[config.mk]
export PLATFORM = sky130hd
export DESIGN_NAME = corr_lag_sweeper
export DESIGN_NICKNAME = d
export VERILOG_FILES = /design/src/rtl/corr_pkg.sv /design/src/rtl/corr_peak_tracker.sv /design/src/rtl/corr_lag_sweeper.sv
export SDC_FILE = /design/constraint.sdc
export NUM_CORES = 2
export LEC_CHECK = 0
export CORE_AREA = 10 10 604 606
export CTS_CLUSTER_SIZE = 14
export DETAILED_ROUTE_END_ITERATION = 12
export DIE_AREA = 0 0 614 616
export GPL_ROUTABILITY_DRIVEN = 1
export HOLD_SLACK_MARGIN = 0.03
export RECOVER_POWER = 100
export SLEW_MARGIN = 20
export SYNTH_ARGS = -nofsm -noshare
export SYNTH_HDL_FRONTEND = slang
export SYNTH_SLANG_ARGS = --single-unit
[constraint.sdc]
create_clock -name clk -period 65.7 [get_ports clk]
set_input_delay 13.14 -clock clk [delete_from_list [all_inputs] [get_ports clk]]
set_output_delay 13.14 -clock clk [all_outputs]
set_load 0.01 [all_outputs]
[src/rtl/corr_pkg.sv]
// Shared types and default sizes for the correlator lag sweeper.
package corr_pkg;
    localparam int DEF_WIDTH   = 256;
    localparam int DEF_C_WIDTH = 8;

    typedef logic [DEF_C_WIDTH-1:0] lag_t;

    typedef enum logic [2:0] {
        IDLE,
        ISSUE,
        WAIT,
        FINISH,
        ABORT
    } state_e;
endpackage

[src/rtl/corr_peak_tracker.sv]
// Running maximum of correlator results and the lag that produced it.
module corr_peak_tracker #(
    parameter int WIDTH   = 256,
    parameter int C_WIDTH = 8
) (
    input  logic               clk_i,
    input  logic               rst_i,
    input  logic               clear_i,
    input  logic               update_i,
    input  logic [WIDTH-1:0]   result_i,
    input  logic [C_WIDTH-1:0] lag_i,
    output logic [WIDTH-1:0]   peak_value_o,
    output logic [C_WIDTH-1:0] peak_lag_o
);
    logic [WIDTH-1:0]   peak_value_q, peak_value_d;
    logic [C_WIDTH-1:0] peak_lag_q, peak_lag_d;

    always_comb begin
        peak_value_d = peak_value_q;
        peak_lag_d   = peak_lag_q;
        if (clear_i) begin
            peak_value_d = '0;
            peak_lag_d   = '0;
        // lag 0 always loads; strict compare keeps the earliest lag on ties
        end else if (update_i && ((lag_i == '0) || (result_i > peak_value_q))) begin
            peak_value_d = result_i;
            peak_lag_d   = lag_i;
        end
    end

    always_ff @(posedge clk_i or posedge rst_i) begin
        if (rst_i) begin
            peak_value_q <= '0;
            peak_lag_q   <= '0;
        end else begin
            peak_value_q <= peak_value_d;
            peak_lag_q   <= peak_lag_d;
        end
    end

    assign peak_value_o = peak_value_q;
    assign peak_lag_o   = peak_lag_q;
endmodule

[src/rtl/corr_lag_sweeper.sv]
// Drives lags 0..MAX_LAG into an external correlator, collects each result,
// tracks the peak, and reports done or a per-lag timeout abort.
module corr_lag_sweeper
    import corr_pkg::*;
#(
    parameter int WIDTH   = DEF_WIDTH,
    parameter int C_WIDTH = DEF_C_WIDTH,
    parameter int MAX_LAG = 2**C_WIDTH - 1,
    parameter int TIMEOUT = 64
) (
    input  logic               clk,
    input  logic               reset,
    input  logic               start,
    input  logic [WIDTH-1:0]   signal_1,
    input  logic [WIDTH-1:0]   signal_2,
    output logic [WIDTH-1:0]   corr_sig_1,
    output logic [WIDTH-1:0]   corr_sig_2,
    output logic [C_WIDTH-1:0] count,
    output logic               lag_valid,
    input  logic [WIDTH-1:0]   corr_result,
    input  logic               corr_valid,
    output logic               busy,
    output logic               done,
    output logic               error,
    output logic [C_WIDTH-1:0] peak_lag,
    output logic [WIDTH-1:0]   peak_value
);
    localparam int                 TW       = $clog2(TIMEOUT + 1);
    localparam logic [TW-1:0]      TMO_LAST = TW'(TIMEOUT - 1);
    localparam logic [C_WIDTH-1:0] LAST_LAG = C_WIDTH'(MAX_LAG);

    state_e             state_q, state_d;
    logic [WIDTH-1:0]   sig_1_q, sig_1_d, sig_2_q, sig_2_d;
    logic [C_WIDTH-1:0] count_q, count_d;
    logic [TW-1:0]      tmo_q, tmo_d;
    logic               peak_clr, peak_upd;

    always_comb begin
        state_d   = state_q;
        sig_1_d   = sig_1_q;
        sig_2_d   = sig_2_q;
        count_d   = count_q;
        tmo_d     = tmo_q;
        peak_clr  = 1'b0;
        peak_upd  = 1'b0;
        lag_valid = 1'b0;
        busy      = 1'b0;
        done      = 1'b0;
        error     = 1'b0;
        case (state_q)
            IDLE: begin
                if (start) begin
                    sig_1_d  = signal_1;
                    sig_2_d  = signal_2;
                    count_d  = '0;
                    peak_clr = 1'b1;
                    state_d  = ISSUE;
                end
            end
            ISSUE: begin
                lag_valid = 1'b1;
                busy      = 1'b1;
                tmo_d     = '0;
                state_d   = WAIT;
            end
            WAIT: begin
                busy = 1'b1;
                // a result arriving on the last allowed cycle wins over the timeout
                if (corr_valid) begin
                    peak_upd = 1'b1;
                    if (count_q == LAST_LAG) begin
                        state_d = FINISH;
                    end else begin
                        count_d = count_q + C_WIDTH'(1);
                        state_d = ISSUE;
                    end
                end else if (tmo_q == TMO_LAST) begin
                    state_d = ABORT;
                end else begin
                    tmo_d = tmo_q + TW'(1);
                end
            end
            FINISH: begin
                done    = 1'b1;
                state_d = IDLE;
            end
            ABORT: begin
                error   = 1'b1;
                state_d = IDLE;
            end
            default: state_d = IDLE;
        endcase
    end

    always_ff @(posedge clk or posedge reset) begin
        if (reset) begin
            state_q <= IDLE;
            sig_1_q <= '0;
            sig_2_q <= '0;
            count_q <= '0;
            tmo_q   <= '0;
        end else begin
            state_q <= state_d;
            sig_1_q <= sig_1_d;
            sig_2_q <= sig_2_d;
            count_q <= count_d;
            tmo_q   <= tmo_d;
        end
    end

    corr_peak_tracker #(
        .WIDTH   (WIDTH),
        .C_WIDTH (C_WIDTH)
    ) u_peak (
        .clk_i        (clk),
        .rst_i        (reset),
        .clear_i      (peak_clr),
        .update_i     (peak_upd),
        .result_i     (corr_result),
        .lag_i        (count_q),
        .peak_value_o (peak_value),
        .peak_lag_o   (peak_lag)
    );

    assign corr_sig_1 = sig_1_q;
    assign corr_sig_2 = sig_2_q;
    assign count      = count_q;
endmodule
# Word-level counts from Yosys, hierarchy flattened
# Index checks and enable logic that the tools add are counted.
# totals
output_inout_bits,788
in_bits,772
wordCells,58
register_bits,794
# op_classes
eq_ne,12
magnitude_cmp,1
add_sub_neg,2
mux,24
reduce_logical,12
# ops
operator,count
256-bit 2-to-1 mux,2
256-bit greater-than comparator,1
8-bit 2-to-1 mux,5
8-bit one-hot mux with 2 select lines,1
7-bit 2-to-1 mux,2
7-bit one-hot mux with 2 select lines,1
"2-bit inequality test, second input constant",5
3-bit 2-to-1 mux,3
3-bit one-hot mux with 3 select lines,1
"8-bit by 1-bit adder with 8-bit output, second input constant",1
"8-bit equality test, second input constant",1
8-bit logical NOT,1
1-bit 2-to-1 mux,8
"7-bit by 1-bit adder with 7-bit output, second input constant",1
"7-bit by 6-bit equality test with 1-bit output, second input constant",1
"3-bit by 2-bit equality test with 1-bit output, second input constant",2
2-bit nonzero test,3
2-bit AND reduction,2
4-bit AND reduction,1
"3-bit by 1-bit equality test with 1-bit output, second input constant",1
"3-bit equality test, second input constant",1
3-bit logical NOT,1
"3-bit inequality test, second input constant",1
3-bit AND reduction,1
4 further kinds,4

# Depth between registers and ports, before layout
# logic_depth
depth_word,5
ltp_mapped,12
ltp_nobuf,10

# By module
# A second synthesis with hierarchy kept.
# hier_totals
hier_cells,4174
area_unflattened_um2,38848.5
# by_module_without_submodules
mod,cells_per_inst,seq_area_each_um2,area_per_inst_um2,instances
corr_lag_sweeper,2273,13262.7,20627.3,1
corr_peak_tracker,1901,6606.3,18221.2,1

# Worst setup path after synthesis
# No wires, ideal clock.
# synth_path
path_type,input to register
start,input port corr_result[255]
end,"register u_peak.peak_value_q[100], in the netlist u_peak.peak_value_o[100]"
t_arrival_ns,15.474
setup_slack_ns,50.087
t_required_ns,65.561
n_path_buf,2
setup_time_ns,0.139
path_stages,10
cell_sequence,ha_1 > nand4_1 > nor4_2 > nand4_1 > or4_1 > o31a_1 > buf_2 > buf_6 > o211ai_1 > o2111ai_1
# synth_via
elab_chain_len,4
# synth_rtl
element,line,source
start: declaration,corr_lag_sweeper.sv:20,"input logic [WIDTH-1:0] corr_result,"
256-bit greater-than comparator,corr_peak_tracker.sv:25,end else if (update_i && ((lag_i == '0) || (result_i > peak_value_q))) begin
1-bit logical OR,corr_peak_tracker.sv:25,
1-bit logical AND,corr_peak_tracker.sv:25,
2-bit nonzero test (no line),-,
end signal: assignment,corr_peak_tracker.sv:36,peak_value_q <= peak_value_d;
end: declaration,corr_peak_tracker.sv:15,"logic [WIDTH-1:0] peak_value_q, peak_value_d;"
# No other way between the ends.
# A chain may end at the register's enable or synchronous reset.

==> flow_summary.yaml <==
clocking:
  h-tree-depth: 3
  clockBufferDepth: 4
  clkLatencyLatePin_ns: 0.85
  cts_root_buf: "clkbuf_16"
  cts_sinks: 794
  cts_tree: "done"
  post_cts_buffers: 0
  path_clk_slew_ns: 0.06
  cts.repair.resized: 0
  cts_hold_buf: 0
  numCtsBuffers: 111
sta:
  fin_crit_sh_pct: 46.7
  rsz0062_at_grt: "false"
  setup_ws_ns: 35.00
  slew_headroom_pct: -513
  fmax_mhz: 32.6
  fin_setup_tns_ns: 0
  period_needed_ns: 30.70
  final_hold_viol_count: 0
  skew_ns: 0.0755
  setup_violations: 0
  worst_pin_slew_ns: 9.19
  slew_viol_final: 1835
logic_synthesis:
  async_flop_share_pct: 100
  syn_nets: 5771
  syn_area_mm2: 0.0409
  synthTopCellsByArea: "dfrtp_1 (49%), nand2_1 (17%), ha_1 (7.9%)"
  yosys_warnings: 0
  yosysTopAreaCellShare_pct: 48.6
  netlist_instances: 4740
  synth_cell_types: 56
  ys.flop_type: "dfrtp_1"
  avgSynthCellArea_um2: 8.63
  synth_largest_area_cell: "dfrtp_1"
  ys_ff_latch: 794
  synth_edf_count: 0
  ys_seq_area_share_pct: 48.6
finish:
  nets: 7185
  syn2layout_area_growth_pct: 59.7
  finish.utilization_pct: 18.5
  drive_gt1_share_pct: 3.72
critical_path:
  cpMostUsedCell: "clkbuf_1"
  slowest_stage: "clkbuf_1"
  reg2reg_from: "count[1]"
  cp_max_fo: 84
  rr_worst_depth: 11
  max_stage_delay_ns: 2.88
  crit_type: "in -> async"
  cp_num_buf_inv: 8
  crit_family: "buffers and inverters"
  endpoint_kind: "asynchronous set/reset pin"
  cp.arrival_ns: 30.72
  cp-start-kind: "primary input"
  reg2reg_slack_ns: 49.68
  rr_endpoint: "u_peak.peak_lag_o[7]"
  cp_cell_sequence: "dlygate4sd3_1, clkinvlp_2, clkbuf_1, clkbuf_1, clkbuf_1, clkbuf_1, clkbuf_1, clkbuf_1"
  required_ns: 65.73
route:
  drc: 0
  wl_um: 300000
  ant_nets: 0
  routedWlPerCell_um: 27.1
  vias: 42700
  drtPass1Iterations: 6
  drtIter0Drc: 3478
  via_per_inst: 3.87
power_and_ir_drop:
  seqPwrFrac_pct: 30.0
  power_density_mw_per_mm2: 42.4
  combPwrFrac_pct: 46.6
  power.leakage_nw: 28.4
  pwr-share-clk_pct: 23.4
  peakVddDrop_uv: 30.0
  finalPower_w: 0.00277
  p_sw_w: 0.00121
  internal-power_w: 0.00155
  sw_frac_of_total_pct: 43.9
place:
  place_ws_ns: 46.06
  port_buffers: 1559
  dp_hpwl_um: 243000
  routabilityCongestion: 0.962
min_path:
  hp-class: "reg -> reg"
  min_to: "corr_sig_2[102]"
  worstHoldPathCells: 2
  min-delay-start: "corr_sig_2[102]"
global_route:
  gr-total-overflow: 0
  grt_pass1_vias: 42400
  antenna_found_initial: 197
  grt_max_degree: 157
  grt_pass1_wl_um: 398000
  grt_usage_pct: 15.1
die:
  die_area_mm2: 0.378
  start_util_pct: 11.6
  io_pins: 1560
  design.core.area_mm2: 0.352
  fp.dieW_um: 614
  fp.dieH_um: 616
  rows: 218
flow_run:
  cap_violations: 26
run_status:
  status: "finished with violations"
  violations: "max-capacitance violations, max-slew violations"
## routing by layer
| metal | global-route usage [%] | part of all wire (%) |
|---|---|---|
| met5 | 0 | 0.078 |
| met4 | 7.78 | 5.6 |
| met3 | 5.09 | 8.6 |
| met2 | 27.5 | 52 |
| met1 | 15.2 | 34 |
## registers in the layout (all words and copies together) (netlist names)
signal	cells
corr_sig_2	256
u_peak.peak_lag_o	8
count	8
u_peak.peak_value_o	256
state_q	3
tmo_q	7
corr_sig_1	256
## synth_stat cells, types with 18 or more instances
cell type,instances
a21o_1,18
dfrtp_1,794
o211ai_1,266
inv_1,276
buf_1,37
a21oi_1,97
o2111ai_1,257
nand2_1,1862
buf_6,33
buf_2,52
o21ai_0,41
nor2_1,43
ha_1,259
clkbuf_1,192
nand4_1,66
nand3_1,291
## power by group through the flow
stage	Combinational, W	Clock (W)	Sequential [W]
CTS	0.00138	0.000673	0.000836
floorplan	0.000463	0	0.000893
global placement	0.00137	0	0.000836
finish	0.00129	0.000648	0.000830
global route	0.00140	0.000688	0.000854
detailed placement	0.00137	0	0.000840
## layout by cell type (no fill, tap or decap), types with 23 or more instances in the layout
| master | Yosys | routed |
|---|---|---|
| nor2_1 | 43 | 43 |
| inv_1 | 276 | 275 |
| nand3_1 | 291 | 290 |
| clkbuf_1 | 192 | 38 |
| dfrtp_1 | 794 | 794 |
| ha_1 | 259 | 259 |
| o2111ai_1 | 257 | 255 |
| a21oi_1 | 97 | 97 |
| o21ai_0 | 41 | 41 |
| dlygate4sd3_1 | 0 | 792 |
| nand2_1 | 1862 | 1862 |
| clkbuf_16 | 0 | 111 |
| nand4_1 | 66 | 66 |
| clkinv_2 | 0 | 23 |
| diode_2 | 0 | 75 |
| buf_4 | 2 | 32 |
| o211ai_1 | 266 | 266 |
| clkdlybuf4s50_1 | 0 | 767 |
| clkbuf_8 | 0 | 24 |
## kinds of logic after synthesis
| kind of cell | after synthesis | synth area share [%] |
|---|---|---|
| AND/OR/NAND/NOR | 2333 | 23.2 |
| flip-flops | 794 | 48.6 |
| multiplexers | 2 | 0.0489 |
| adder cells (fa/ha/maj) | 259 | 7.92 |
| XOR/XNOR | 8 | 0.171 |
| AO/OA/AOI/OAI | 752 | 13.8 |
| buffers and inverters | 592 | 6.22 |
## area by class of cell
| class | count | area [µm²] |
|---|---|---|
| sequential | 794 | 19900 |
| timing repair buffer | 1617 | 16000 |
| clock inverter | 51 | 621 |
| multi-input combinational | 3354 | 18600 |
| clock buffer | 148 | 3160 |
| tap | 4730 | 5920 |
| fill | 39300 | 287000 |
| inverter | 276 | 1040 |
| antenna | 75 | 188 |
## worst register-to-register path, cell delays in order (launching register included)
cell and delay (ns):
dfrtp_1 0.46, inv_1 0.15, ha_1 0.15, nor4b_2 0.70, a21oi_1 0.42, nor4b_1 0.29, nand4_1 0.29, o31a_2 0.23
clkbuf_1 2.08, clkbuf_1 6.38, o21ai_0 3.74, o221ai_1 0.96
## per-stage QoR
stage | cell area [µm²] | hold slack, ns | instances
2_1_floorplan | 40900 | 0.491 | 4740
3_3_place_gp | 61500 | 0.457 | 10800
3_5_place_dp | 61500 | 0.461 | 10800
4_1_cts | 65300 | 0.476 | 11000
5_1_grt | 65200 | 0.485 | 11000
6_report | 65300 | 0.464 | 11000
## how the worst max path moves through the flow
stage,slack (ns),cells past startpoint,end,startpoint
CTS,46.94,14,u_peak.peak_value_o[110],corr_result[79]
detailed placement,46.06,14,u_peak.peak_value_o[126],corr_result[79]
finish,35.00,8,corr_sig_2[225],reset
global placement,46.15,14,u_peak.peak_value_o[98],corr_result[79]
global route,31.71,8,corr_sig_2[100],reset
floorplan,30.26,1,corr_sig_1[0],reset
(Power assumes the default switching activity.)
